## config.mk

```make
export PLATFORM = sky130hd
export DESIGN_NAME = bg_update_ctrl
export DESIGN_NICKNAME = d
export VERILOG_FILES = /design/src/rtl/bg_update_ctrl.sv
export SDC_FILE = /design/constraint.sdc
export NUM_CORES = 1
export LEC_CHECK = 0
export CAP_MARGIN = 20
export CORE_UTILIZATION = 45
export CTS_CLUSTER_SIZE = 16
export DETAILED_ROUTE_END_ITERATION = 10
export HOLD_SLACK_MARGIN = 0.02
export PLACE_DENSITY = 0.67
export SLEW_MARGIN = 15
export SYNTH_ARGS = -nofsm -noshare
export SYNTH_HDL_FRONTEND = slang
export SYNTH_SLANG_ARGS = --single-unit
```

## constraint.sdc

```tcl
create_clock -name clk -period 2.3 [get_ports clk]
set_input_delay 0.23 -clock clk [delete_from_list [all_inputs] [get_ports clk]]
set_output_delay 0.23 -clock clk [all_outputs]
set_load 0.02 [all_outputs]
```

## src/rtl/bg_update_ctrl.sv

```systemverilog
// Background-subtraction update controller: warm-up frame skipping, one-frame background
// load sequencing, and button-driven foreground threshold. Optional macro: BG_AUTO_LOAD_EN.
module bg_update_ctrl #(
    parameter int unsigned SKIP_FRAMES    = 2,
    parameter logic [8:0]  THRESH_DEFAULT = 9'd40,
    parameter logic [8:0]  THRESH_STEP    = 9'd4,
    parameter logic [8:0]  THRESH_MAX     = 9'd255
) (
    input  logic       clk,
    input  logic       rst_n,
    input  logic       frame_start,
    input  logic       capture_btn,
    input  logic       thr_up_btn,
    input  logic       thr_down_btn,
    output logic       load_frame,
    output logic       adapt_en,
    output logic [8:0] threshold,
    output logic [1:0] ctrl_state
);

    typedef enum logic [1:0] {
        WARM = 2'd0,
        ARM  = 2'd1,
        LOAD = 2'd2,
        RUN  = 2'd3
    } state_t;

    localparam logic [3:0] SKIP_CNT = 4'(SKIP_FRAMES);

`ifdef BG_AUTO_LOAD_EN
    localparam state_t WARM_EXIT = ARM;
`else
    localparam state_t WARM_EXIT = RUN;
`endif

    function automatic logic [8:0] sat_up(input logic [8:0] thr);
        logic [9:0] sum;
        sum = {1'b0, thr} + {1'b0, THRESH_STEP};
        if (sum > {1'b0, THRESH_MAX}) begin
            return THRESH_MAX;
        end
        return sum[8:0];
    endfunction

    function automatic logic [8:0] sat_down(input logic [8:0] thr);
        logic signed [9:0] diff;
        diff = signed'({1'b0, thr}) - signed'({1'b0, THRESH_STEP});
        if (diff < 10'sd0) begin
            return 9'd0;
        end
        return diff[8:0];
    endfunction

    state_t     state_q, state_d;
    logic [3:0] frame_cnt_q, frame_cnt_d;
    logic       load_frame_q, load_frame_d;
    logic       adapt_en_q, adapt_en_d;
    logic [8:0] threshold_q, threshold_d;

    // Button history resets high so a button held through reset never looks like a press.
    logic       cap_prev_q, cap_prev_d;
    logic       up_prev_q, up_prev_d;
    logic       dn_prev_q, dn_prev_d;
    logic       cap_edge_q, cap_edge_d;
    logic       up_edge_q, up_edge_d;
    logic       dn_edge_q, dn_edge_d;

    always_comb begin
        cap_prev_d = capture_btn;
        up_prev_d  = thr_up_btn;
        dn_prev_d  = thr_down_btn;
        cap_edge_d = capture_btn & ~cap_prev_q;
        up_edge_d  = thr_up_btn & ~up_prev_q;
        dn_edge_d  = thr_down_btn & ~dn_prev_q;
    end

    always_comb begin
        state_d     = state_q;
        frame_cnt_d = frame_cnt_q;
        unique case (state_q)
            WARM: begin
                if (frame_cnt_q == SKIP_CNT) begin
                    state_d = WARM_EXIT;
                end else if (frame_start) begin
                    frame_cnt_d = frame_cnt_q + 4'd1;
                end
            end
            ARM: begin
                if (frame_start) begin
                    state_d = LOAD;
                end
            end
            LOAD: begin
                if (frame_start) begin
                    state_d = RUN;
                end
            end
            RUN: begin
                // A capture wins over a coincident frame_start: re-arm, never jump straight to LOAD.
                if (cap_edge_q) begin
                    state_d = ARM;
                end
            end
            default: state_d = WARM;
        endcase
        load_frame_d = (state_d == LOAD);
        adapt_en_d   = (state_d == RUN);
    end

    always_comb begin
        threshold_d = threshold_q;
        if (up_edge_q && !dn_edge_q) begin
            threshold_d = sat_up(threshold_q);
        end else if (dn_edge_q && !up_edge_q) begin
            threshold_d = sat_down(threshold_q);
        end
    end

    always_ff @(posedge clk or negedge rst_n) begin
        if (!rst_n) begin
            state_q      <= WARM;
            frame_cnt_q  <= 4'd0;
            load_frame_q <= 1'b0;
            adapt_en_q   <= 1'b0;
            threshold_q  <= THRESH_DEFAULT;
            cap_prev_q   <= 1'b1;
            up_prev_q    <= 1'b1;
            dn_prev_q    <= 1'b1;
            cap_edge_q   <= 1'b0;
            up_edge_q    <= 1'b0;
            dn_edge_q    <= 1'b0;
        end else begin
            state_q      <= state_d;
            frame_cnt_q  <= frame_cnt_d;
            load_frame_q <= load_frame_d;
            adapt_en_q   <= adapt_en_d;
            threshold_q  <= threshold_d;
            cap_prev_q   <= cap_prev_d;
            up_prev_q    <= up_prev_d;
            dn_prev_q    <= dn_prev_d;
            cap_edge_q   <= cap_edge_d;
            up_edge_q    <= up_edge_d;
            dn_edge_q    <= dn_edge_d;
        end
    end

    assign load_frame = load_frame_q;
    assign adapt_en   = adapt_en_q;
    assign threshold  = threshold_q;
    assign ctrl_state = state_q;

endmodule

```

# Word level (Yosys, flattened, before mapping)
# Cells that the tools add are included.
# word_totals
ff_bits	23
inputBits	6
output_inout_bits	13
word_cells	52
# classes
n_addsub	3
n_lt_le_gt_ge	2
n_eq_ne	6
n_mux	16
n_bitwise	7
n_reduce_logical	7
# op_table
op	n
9-bit two-way mux	6
9-bit by 3-bit adder with 10-bit output, second input constant	1
10-bit by 8-bit greater-than comparator with 1-bit output, second input constant	1
10-bit by 1-bit less-than comparator with 1-bit output, second input constant	1
9-bit by 3-bit subtractor with 10-bit output, second input constant	1
2-bit equality test, second input constant	4
2-bit two-way mux	4
2-bit one-hot mux with 4 select lines	1
1-bit two-way mux	5
4-bit by 1-bit adder with 4-bit output, second input constant	1
4-bit by 2-bit equality test with 1-bit output, second input constant	1
1-bit NOT	4
1-bit AND	3
3-bit AND reduction	1
2-bit by 1-bit equality test with 1-bit output, second input constant	1
1-bit logical AND	2
1-bit logical NOT	2
2-bit logical NOT	1
2-bit nonzero test	1

# Logic depth before layout (Yosys ltp)
# depth
depth_word	8
depth_mapped	8
depth_no_buf	7

# Least setup slack after synthesis
# No wires, ideal clock.
# synth_path
path_type	flip-flop to flip-flop
startpoint	reg threshold_q[3], in the netlist threshold[3]
endpoint	reg threshold_q[5], in the netlist threshold[5]
setup_ns	0.082
arrival_time_ns	1.947
t_required_ns	2.218
slack_ns	0.271
path_stages_with_launch	7
path_buffers	0
period_less_slack_ns	2.029
path_cell_list	dfstp_2 -> ha_1 -> nand3_1 -> or4b_1 -> o211ai_2 -> o211ai_1 -> mux2_2
# synth_between
elab_chain_len	8
word_cells_on_any_way	13
classes_between	2 x add/sub; 2 x order compare; 9 x mux
# synth_lines
element	line	text
start, declared	58	logic [8:0] threshold_q, threshold_d;
start signal, assigned	137	threshold_q <= threshold_d;
9-bit by 3-bit subtractor with 10-bit output	47	diff = signed'({1'b0, thr}) - signed'({1'b0, THRESH_STEP});
10-bit by 1-bit less-than comparator with 1-bit output	48	if (diff < 10'sd0) begin
1-bit two-way mux	48	
1-bit two-way mux	114	end else if (dn_edge_q && !up_edge_q) begin
1-bit two-way mux	112	if (up_edge_q && !dn_edge_q) begin
9-bit two-way mux	51	return diff[8:0];
9-bit two-way mux	114	
9-bit two-way mux *	112	
# Mark *: on every way between the ends. The rest lies on a longest branch, timed or not. The select of a mux whose other input is x is not followed.
# A chain may end at the register's enable or synchronous reset.

# Worst setup path after layout
# Same ends and word-level chain as after synthesis.

==> metrics.yaml <==
run_status:
  status: "finished clean"
sta:
  hold_viol: 0
  fin_tns_setup_ns: 0
  slew_headroom: 0.735
  rsz0062_at_grt: "false"
  period_share: 0.910
  tightest_slew_ns: 0.394
  finalCriticalPeriod_ns: 2.09
  fmax_mhz: 478
  skew_ns: 0.000948
  setup_viol_count_final: 0
  drv_slew: 0
routing:
  drtIter0Drc: 6
  viasPerCell: 5.40
  ant_nets: 0
  route.detailed.drc: 0
  drt_first_pass_iters: 4
  via_count: 885
  wl_per_cell_um: 12.5
  routed_wl_um: 2040
pwr:
  p_total_mw: 1.51
  intPower_mw: 0.930
  leakagePower_nw: 0.569
  clockPowerShare: 0.138
  peakVddDrop_mv: 0.553
  seq_power_share: 0.445
  p_comb_frac: 0.416
  powerDensity_nw_per_um2: 1090
  p_sw_mw: 0.581
  netSwitchingFraction: 0.385
clock_network:
  cts_root_buf: "clkbuf_4"
  clock_path_buffers: 2
  cts-resized-gates: 0
  cts_hold_buf: 0
  clock_sinks: 22
  clk_pin_slew_worst_paths_ns: 0.12
  cts_buffers: 3
  h-tree-depth: 1
  post-cts-setup-buffers: 0
  cts_tree: "done"
  clock_latency_ns: 0.30
synth:
  syn_inst: 117
  avgSynthCellArea_um2: 9.83
  synth-compound-area-share: 0.129
  syn_area_um2: 1150
  synth_top_area_share: 0.370
  synth_top_area_cell: "dfrtp_1"
  synth-seq-area-share: 0.484
  synth.ff_latch_count: 22
  yosys-top-cells-area: "dfrtp_1 37%, dfstp_2 11%, ha_1 5.4%"
  synth_mux_area_frac: 0.00979
  async_reset_ff_frac: 1.00
  synth_top_family_by_area: "simple AND/OR/NAND/NOR gates"
  ys.flop_type: "dfrtp_1"
  yosys.area_share.xor_xnor: 0.0381
  yosys.area_share.adder: 0.0544
  yosysMostFrequentCell: "dfrtp_1"
  synth_nets: 128
  synthSimpleGateAreaFrac: 0.239
  synth_top_cells_by_count: "17 x dfrtp_1, 13 x nand2_1, 10 x nor2_1, 9 x o21ai_0, 6 x a21oi_1"
  synth_edf_count: 0
  synth.distinct_cells: 37
  yosys_warnings: 0
finish:
  multi_input_area_um2: 542
  nets: 148
  seq_area_um2: 557
  drive_gt1_frac: 0.147
  n_fill_cell: 216
  syn_to_final_growth_pct: 20.3
  n_antenna_cell: 0
worst_setup_path:
  r2r_end: "threshold[5]"
  cp_top_family: "simple AND/OR/NAND/NOR gates"
  cp_num_buf_inv: 0
  crit_cells: 6
  crit_arrival_ns: 2.34
  worstPathMaxFanout: 7
  reg2reg_depth: 6
  critical_path_class: "reg -> reg"
  crit_start: "threshold[3]"
  crit_end: "threshold[5]"
  start_kind: "flop"
  required_ns: 2.54
  cpPeakStageDelay_ns: 0.61
  r2r_start: "threshold[3]"
  reg2reg_slack_ns: 0.21
  cp-end-kind: "flop"
  cp_cell_sequence: "ha_1, nand3_1, or4b_1, o211ai_2, o211ai_1, mux2_2"
  crit_slowest_cell: "dfstp_2"
floorplan:
  rows: 17
  core_um2: 2320
  fp.dieW_um: 52.6
  pin_count: 19
  fp.dieH_um: 52.6
  dieArea_um2: 2760
  start_util: 0.496
global_routing:
  grt_pass1_wl_um: 3520
  antenna_found_initial: 0
  grt_max_degree: 23
  grt_pass1_vias: 824
  overflow: 0
  track_usage: 0.177
placed_design:
  dpl.hpwl_um: 1500
  port_buffers: 18
  gp_congestion: 0.884
worst_hold_path:
  hold_class: "in -> async"
flow_run:
  maxCapViolCount: 0
[worst min-delay path by stage]
stage                     startpoint            to  slack (ns)
final                          rst_n  threshold[0]        0.26
after global routing           rst_n  threshold[2]        0.29
after floorplan                rst_n      adapt_en       -0.07
after detailed placement   up_prev_q     up_edge_q        0.49
after CTS                      rst_n  threshold[6]        0.27
after global placement     up_prev_q     up_edge_q        0.47
[kinds of logic (layout without fill, tap and decap cells)]
| group | Yosys count | count (layout) |
|---|---|---|
| adder cells (fa/ha/maj) | 5 | 5 |
| buffers and inverters | 10 | 29 |
| AO/OA/AOI/OAI | 23 | 23 |
| AND/OR/NAND/NOR | 51 | 51 |
| flip-flops | 22 | 22 |
| multiplexers | 1 | 1 |
| XOR/XNOR | 5 | 5 |
[metrics by stage]
stage	hold WS (ns)	util	instance area, µm²	std cells	worst slack, ns
4_1_cts	0.269	0.597	1380	164	0.207
2_1_floorplan	-0.0656	-	1150	117	0.271
3_5_place_dp	0.486	0.581	1350	160	0.228
5_1_grt	0.286	0.597	1380	164	0.105
6_report	0.260	0.597	1380	164	0.207
3_3_place_gp	0.469	0.581	1350	160	0.288
[sequential cells by signal, summed over array words and instances (netlist names)]
register / cells
dn_edge_q: 1
frame_cnt_q: 4
ctrl_state: 2
cap_edge_q: 1
cap_prev_q: 1
dn_prev_q: 1
up_edge_q: 1
adapt_en: 1
threshold: 8
up_prev_q: 1
load_frame: 1
[metal layers]
metal | track usage | wire length, µm | vias to the layer above
met1 | 0.216 | 1000 | 418
met3 | 0.0348 | 60 | 2
met5 | 0 | 0 | -
li1 | - | - | 450
met4 | 0.0658 | 9 | 0
met2 | 0.304 | 970 | 15
[worst register-to-register path, cell delays in order, from the launching register on]
cell      delay (ns)
dfstp_2         0.61
ha_1            0.20
nand3_1         0.14
or4b_1          0.56
o211ai_2        0.13
o211ai_1        0.13
mux2_2          0.27
[power by group through the flow]
stage / clock network (mW) / registers (mW) / logic, mW
after floorplan: 0 / 0.724 / 0.349
after global placement: 0 / 0.671 / 0.623
after detailed placement: 0 / 0.682 / 0.632
after CTS: 0.218 / 0.675 / 0.637
after global routing: 0.238 / 0.699 / 0.694
final: 0.209 / 0.673 / 0.629
[placed cells by master, fill, tap and decap left out, types with 3 or more instances in the layout]
cell             count
o21ai_0              9
nor2b_1              5
a21oi_1              6
nor2_1              10
nand2_1             13
clkdlybuf4s50_1     18
and3_1               3
dfstp_2              5
inv_1                5
xnor2_1              4
nor3_1               3
ha_1                 5
clkbuf_4             3
nand3_1              3
dfrtp_1             17
[area by class of cell]
| type | count | share of cell area |
|---|---|---|
| clock buffers | 4 | 0.0262 |
| flip-flops and latches | 22 | 0.402 |
| inverters | 5 | 0.0136 |
| repair buffers | 20 | 0.141 |
| multi-input cells | 85 | 0.392 |
| well taps | 28 | 0.0253 |
Note: power is estimated with default switching activity, not from simulation.
